===== src/rtl/aor3000_defs.sv =====
// ---------------------------------------------------------------------------
// aor3000_defs
// Shared definitions for the R3000 instruction-fetch front end.
//   - fetch exception codes (shared with the exception unit)
//   - fetch FSM state encodings
//   - reset vector, used by benches to seed the PC
//   - buffer entry type and an alignment helper
// ---------------------------------------------------------------------------
package aor3000_defs;

    // Fetch exception codes carried alongside each buffered instruction
    localparam logic [1:0] FETCH_EXC_NONE = 2'b00;
    localparam logic [1:0] FETCH_EXC_ADEL = 2'b01;
    localparam logic [1:0] FETCH_EXC_IBE  = 2'b10;

    // Boot ROM entry point of the R3000
    localparam logic [31:0] RESET_VECTOR = 32'hBFC0_0000;

    typedef enum logic {
        FETCH_IDLE = 1'b0,
        FETCH_REQ  = 1'b1
    } fetch_state_e;

    // One decode-bound entry: word, its PC and any fetch exception
    typedef struct packed {
        logic [31:0] instr;
        logic [31:0] pc;
        logic [1:0]  exc;
    } fetch_entry_t;

    // Instruction fetches must be word aligned
    function automatic logic is_word_aligned(input logic [31:0] addr);
        return (addr[1:0] == 2'b00);
    endfunction

endpackage


===== src/rtl/aor3000_fetch_watchdog.sv =====
// ---------------------------------------------------------------------------
// aor3000_fetch_watchdog
// Counts cycles spent waiting for an instruction-memory ack and flags when
// the wait has lasted TIMEOUT_CYCLES cycles (expired_o is high during the
// last permitted cycle of the wait).
// Ports:
//   clk        core clock
//   rst        synchronous active-high reset
//   clear_i    restart the count from zero (new request issued)
//   enable_i   count this cycle (request outstanding)
//   expired_o  wait has reached TIMEOUT_CYCLES-1
// ---------------------------------------------------------------------------
module aor3000_fetch_watchdog #(
    parameter int TIMEOUT_CYCLES = 255,
    parameter int TIMER_W        = 16
) (
    input  logic clk,
    input  logic rst,
    input  logic clear_i,
    input  logic enable_i,
    output logic expired_o
);

    logic [TIMER_W-1:0] timer_q;
    logic [TIMER_W-1:0] timer_d;

    assign expired_o = (timer_q == TIMER_W'(TIMEOUT_CYCLES - 1));

    // Next count: clear wins, and the counter parks once it has expired so it
    // can never wrap back into an in-range value.
    always_comb begin
        timer_d = timer_q;
        if (clear_i) begin
            timer_d = '0;
        end else if (enable_i && !expired_o) begin
            timer_d = timer_q + TIMER_W'(1);
        end
    end

    // Count register
    always_ff @(posedge clk) begin
        if (rst) begin
            timer_q <= '0;
        end else begin
            timer_q <= timer_d;
        end
    end

endmodule


===== src/rtl/aor3000_fetch_stage.sv =====
// ---------------------------------------------------------------------------
// aor3000_fetch_stage
// Instruction-fetch front end of the R3000 core. Takes the PC from the PC
// counter block, issues one req/ack read per PC, buffers the result (or a
// fetch exception) in a one-deep valid/ready register for decode, and pulses
// o_PC_update once per buffer load so the PC counter advances/redirects.
// Ports:
//   clk, rst               core clock, synchronous active-high reset
//   i_PC_counter           current fetch PC
//   i_pc_kill_instruction  discard any fetch not yet transferred to decode
//   o_PC_update            one-cycle pulse: PC consumed
//   o_imem_req/addr        read request and word address to memory
//   i_imem_ack/rdata/error read completion, data and bus error
//   o_instr_valid          buffer holds an entry for decode
//   o_instr/o_instr_pc     buffered word (0 on exception) and its PC
//   o_fetch_exc            00 none, 01 AdEL, 10 IBE
//   i_decode_ready         decode accepts the buffered entry
// ---------------------------------------------------------------------------
module aor3000_fetch_stage
    import aor3000_defs::*;
#(
    parameter int TIMEOUT_CYCLES = 255,
    parameter int TIMER_W        = 16
) (
    input  logic        clk,
    input  logic        rst,
    input  logic [31:0] i_PC_counter,
    input  logic        i_pc_kill_instruction,
    output logic        o_PC_update,
    output logic        o_imem_req,
    output logic [31:0] o_imem_addr,
    input  logic        i_imem_ack,
    input  logic [31:0] i_imem_rdata,
    input  logic        i_imem_error,
    output logic        o_instr_valid,
    output logic [31:0] o_instr,
    output logic [31:0] o_instr_pc,
    output logic [1:0]  o_fetch_exc,
    input  logic        i_decode_ready
);

    fetch_state_e state_q, state_d;
    logic         kill_pending_q, kill_pending_d;
    logic         req_q, req_d;
    logic [31:0]  addr_q, addr_d;
    logic         valid_q, valid_d;
    fetch_entry_t entry_q, entry_d;
    logic         pc_update_q, pc_update_d;

    logic timer_clear;
    logic timer_enable;
    logic timer_expired;

    logic transfer;
    logic issue;
    logic ack_seen;
    logic discard;

    aor3000_fetch_watchdog #(
        .TIMEOUT_CYCLES (TIMEOUT_CYCLES),
        .TIMER_W        (TIMER_W)
    ) u_watchdog (
        .clk       (clk),
        .rst       (rst),
        .clear_i   (timer_clear),
        .enable_i  (timer_enable),
        .expired_o (timer_expired)
    );

    assign transfer = valid_q & i_decode_ready;

    // A new fetch may start only when the buffer will be free next cycle and
    // the PC counter has already acted on the previous o_PC_update pulse.
    assign issue    = (!valid_q || i_decode_ready) && !pc_update_q;
    assign ack_seen = i_imem_ack & req_q;
    assign discard  = kill_pending_q | i_pc_kill_instruction;

    // Next-state and buffer logic. The buffer drains on a transfer and is
    // flushed by a kill unless decode takes it in the same cycle; a load
    // later in this block overrides the drain.
    always_comb begin
        state_d        = state_q;
        kill_pending_d = kill_pending_q;
        req_d          = req_q;
        addr_d         = addr_q;
        valid_d        = valid_q;
        entry_d        = entry_q;
        pc_update_d    = 1'b0;
        timer_clear    = 1'b0;
        timer_enable   = 1'b0;

        if (transfer || (valid_q && i_pc_kill_instruction)) begin
            valid_d = 1'b0;
        end

        case (state_q)
            FETCH_IDLE: begin
                if (issue) begin
                    if (is_word_aligned(i_PC_counter)) begin
                        req_d          = 1'b1;
                        addr_d         = i_PC_counter;
                        timer_clear    = 1'b1;
                        kill_pending_d = 1'b0;
                        state_d        = FETCH_REQ;
                    end else begin
                        valid_d     = 1'b1;
                        entry_d     = '{instr: 32'h0, pc: i_PC_counter, exc: FETCH_EXC_ADEL};
                        pc_update_d = 1'b1;
                    end
                end
            end

            FETCH_REQ: begin
                timer_enable = 1'b1;
                if (ack_seen || timer_expired) begin
                    req_d          = 1'b0;
                    kill_pending_d = 1'b0;
                    state_d        = FETCH_IDLE;
                    if (!discard) begin
                        valid_d     = 1'b1;
                        pc_update_d = 1'b1;
                        if (ack_seen && !i_imem_error) begin
                            entry_d = '{instr: i_imem_rdata, pc: addr_q, exc: FETCH_EXC_NONE};
                        end else begin
                            entry_d = '{instr: 32'h0, pc: addr_q, exc: FETCH_EXC_IBE};
                        end
                    end
                end else if (i_pc_kill_instruction) begin
                    kill_pending_d = 1'b1;
                end
            end

            default: begin
                state_d = FETCH_IDLE;
                req_d   = 1'b0;
            end
        endcase
    end

    // State and output registers; every output is driven straight from here
    always_ff @(posedge clk) begin
        if (rst) begin
            state_q        <= FETCH_IDLE;
            kill_pending_q <= 1'b0;
            req_q          <= 1'b0;
            addr_q         <= 32'h0;
            valid_q        <= 1'b0;
            entry_q        <= '0;
            pc_update_q    <= 1'b0;
        end else begin
            state_q        <= state_d;
            kill_pending_q <= kill_pending_d;
            req_q          <= req_d;
            addr_q         <= addr_d;
            valid_q        <= valid_d;
            entry_q        <= entry_d;
            pc_update_q    <= pc_update_d;
        end
    end

    assign o_PC_update   = pc_update_q;
    assign o_imem_req    = req_q;
    assign o_imem_addr   = addr_q;
    assign o_instr_valid = valid_q;
    assign o_instr       = entry_q.instr;
    assign o_instr_pc    = entry_q.pc;
    assign o_fetch_exc   = entry_q.exc;

endmodule


===== config.mk =====
export PLATFORM = sky130hd
export DESIGN_NAME = aor3000_fetch_stage
export DESIGN_NICKNAME = d
export VERILOG_FILES = /design/src/rtl/aor3000_defs.sv /design/src/rtl/aor3000_fetch_watchdog.sv /design/src/rtl/aor3000_fetch_stage.sv
export SDC_FILE = /design/constraint.sdc
export NUM_CORES = 1
export LEC_CHECK = 0
export ABC_AREA = 1
export BUFFER_PORTS_ARGS = -buffer_cell sky130_fd_sc_hd__buf_2
export CAP_MARGIN = 20
export CORE_UTILIZATION = 53
export CTS_CLUSTER_DIAMETER = 150
export DETAILED_ROUTE_END_ITERATION = 8
export PLACE_DENSITY_LB_ADDON = 0.15
export RECOVER_POWER = 50
export SYNTH_ARGS = -nofsm -noshare
export SYNTH_HDL_FRONTEND = slang
export SYNTH_HIERARCHICAL = 1
export SYNTH_SLANG_ARGS = --single-unit

===== constraint.sdc =====
create_clock -name clk -period 2.5 [get_ports clk]
set_clock_uncertainty 0.1 [all_clocks]
set_input_delay 0.375 -clock clk [delete_from_list [all_inputs] [get_ports clk]]
set_output_delay 0.375 -clock clk [all_outputs]
set_load 0.02 [all_outputs]

==> summary.md <==
| Metric | Value |
|---|---|
| Vias per cell | `4.89` |
| FF+latch count, synth | `119` |
| Die Y | `112 µm` |
| Synth Net Count | `1122` |
| Leakage | `0.00397 µW` |
| Post-synth ARST share | `0` |
| Tmin final | `2070 ps` |
| # diodes | `0` |
| Worst-Margin Slew | `835 ps` |
| Syn Area/Cell | `6.15 µm²` |
| Initial antenna violation count | `0` |
| Core ar. | `0.0117 mm²` |
| Vias in the first global route | `5896` |
| Final hold vios | `0` |
| Clock sink total | `119` |
| WL per Instance | `12.3 µm` |
| Starting DRT DRC Count | `531` |
| Final setup viols | `0` |
| First-pass GRT wire length | `27300 µm` |
| WP data required | `2700 ps` |
| Slowest stage delay, CP | `390 ps` |
| Seq/Total Area, Yosys | `0.369` |
| GRT busiest layer | `met2` |
| Critical path cell sequence | `nor4_1 -> nand3_1 -> nor3_1 -> nand3b_2 -> buf_4 -> nand3_1 -> nand2_1 -> a21oi_1` |
| # hold bufs at CTS | `0` |
| Reg clk slew, reported paths | `60 ps` |
| Finished Layout Cells | `1348` |
| Overflow after GRT | `0` |
| Synth top area share | `0.369` |
| # nets final | `1264` |
| Standard-cell rows | `39` |
| Root buf cell | `clkbuf_16` |
| Gr usage total | `0.271` |
| Ratio of cells with drive above 1 in the final layout | `0.121` |
| Leading area contributor after synthesis | `dfxtp_1` |
| Commonest cells in the synthesized netlist | `379 x nand2_1, 179 x inv_1, 119 x dfxtp_1, 105 x nor2_1, 73 x nand4_1` |
| I/O pins | `171` |
| Area delta synth->final | `20.0%` |
| Cells after DPL | `1316` |
| Setup TNS | `0 ps` |
| Drt first pass iters | `5` |
| CTS tree | `yes` |
| MaxCap Viol Count | `0` |
| Cell Area, Synth | `0.00646 mm²` |
| CP Data Arrival Time | `2270 ps` |
| Post-synth EDFFs | `0` |
| Routed via count | `6587` |
| Netlist cell types | `35` |
| Most common cell in the netlist | `nand2_1` |
| M2 GR Usage | `0.445` |
| Worst vdd ir | `0.539 mV` |
| CP max stage cell | `buf_4` |
| Clk Latency, worst-skew pair | `410 ps` |
| RSZ-0062 raised after global routing | `no` |
| DRC | `0` |
| CP Class | `reg2reg` |
| Die width | `112 µm` |
| HP Class | `in2reg` |
| TritonCTS buffer count | `17` |
| Largest net degree at the start of global routing | `80` |
| Slew headroom | `0.443` |
| Fin crit share | `0.828` |
| Power, Total | `6330 µW` |
| DIE AREA | `0.0126 mm²` |
| Pwr Density | `817 mW/mm²` |
| PostCTS Resize Cnt | `0` |
| Post-Syn Instances | `1050` |
| Met3 Usage GRT | `0.0589` |
| Crit-path max FO | `40` |
| R2R Setup Slk | `430 ps` |
| Routed WL | `16600 µm` |
| Global-route track usage on met1 | `0.344` |
| Initial Utilization | `0.554` |
| Final Wtd Congestion | `0.873` |
| Outcome | `completed` |
| Setup bufs post-CTS | `0` |
| Final core utilization | `0.664` |
| H-tree levels | `4` |
| Post-synth top flop | `dfxtp_1` |
| CP Capture Type | `flop` |
| Syn. warnings | `6` |
| Port Buf Inserts | `170` |
| Dominant cells by area after synthesis | `dfxtp_1 37%, nand2_1 22%, inv_1 10%` |
| Clock Path Buffers | `2` |
| Fmax | `483 MHz` |
| Max Slew Vio Count | `0` |
| DP Wirelength | `10500 µm` |
| Critical Path Most Common Cell | `nand3_1` |
| Startpoint types | `flop` |
| Final ANT Viol Nets | `0` |
==> path summary, 6_finish.rpt <==
kind / cells past startpoint / endpoint / from
setup / recovery: 8 / o_imem_req$_SDFFE_PP0P_ / u_watchdog/timer_q[9]$_SDFFE_PP0P_
hold / removal: 3 / o_imem_addr[15]$_SDFFE_PP0P_ / i_PC_counter[15]
setup reg to reg: 8 / o_imem_req$_SDFFE_PP0P_ / u_watchdog/timer_q[9]$_SDFFE_PP0P_
hold reg to reg: 2 / o_fetch_exc[0]$_SDFFE_PP0P_ / o_fetch_exc[0]$_SDFFE_PP0P_
==> per-stage QoR <==
| step | hold slack (ps) | cell area [µm²] | setup WS, ps |
|---|---|---|---|
| 4_1_cts | 102 | 7890 | 452 |
| 5_1_grt | 119 | 7750 | 136 |
| 3_5_place_dp | 341 | 7310 | 455 |
| 6_report | 112 | 7750 | 430 |
| 3_3_place_gp | 335 | 7310 | 505 |
| 2_1_floorplan | 337 | 6460 | 644 |
==> layout by cell type (no fill, tap or decap), types with 2 or more instances in the layout <==
cell       instances
clkinv_2           6
nor3_1             2
nor2_4             2
a21oi_2            5
bufinv_16          3
clkbuf_16         17
o21ai_0            3
and2_0            30
nor2_2             2
nand2_1          379
buf_12             2
clkbuf_1         105
inv_1            179
inv_2             12
ha_1               2
a21oi_1           39
nand2_2            5
nand3_1           16
buf_4             13
xor2_1             2
nor2_1           104
dfxtp_1          118
nand2_4            2
buf_2             69
xnor2_1            3
nand4_1           73
==> registers in the layout, summed over array words and instances (netlist names) <==
signal	count
u_watchdog/timer_q	16
o_fetch_exc	2
kill_pending_q	1
state_q	1
o_instr_valid	1
o_imem_addr	32
o_instr_pc	32
o_PC_update	1
o_instr	32
o_imem_req	1
==> layer usage <==
metal	vias to the layer above	part of all wire
met1	2906	0.45
li1	3440	-
met3	30	0.057
met2	211	0.47
met5	-	0
met4	0	0.026
==> cells by family (layout without fill, tap and decap cells) <==
kind of cell	Yosys count	count (layout)	synth area share
AO/OA/AOI/OAI	48	48	0.0403
XOR/XNOR	5	5	0.00678
adder cells (fa/ha/maj)	2	2	0.00387
buffers and inverters	255	410	0.164
flip-flops	119	119	0.369
AND/OR/NAND/NOR	621	621	0.416
==> area by class of cell <==
type	instances	area (µm²)
well taps	143	179
clock inverters	10	128
fillers	1151	3910
flip-flops and latches	119	2380
repair buffers	186	867
multi-input cells	676	3010
clock buffers	22	454
inverters	192	723
==> critical path, delay by kind of cell, from the launching register on <==
kind,cells,cell delay (ps)
buffers and inverters,1,390
flip-flops,1,350
AND/OR/NAND/NOR,6,1070
AO/OA/AOI/OAI,1,50
==> report_power, final <==
group	internal, µW	switching [µW]
registers	2130	128
logic	505	1150
clock network	1580	838
(Power assumes the default switching activity.)
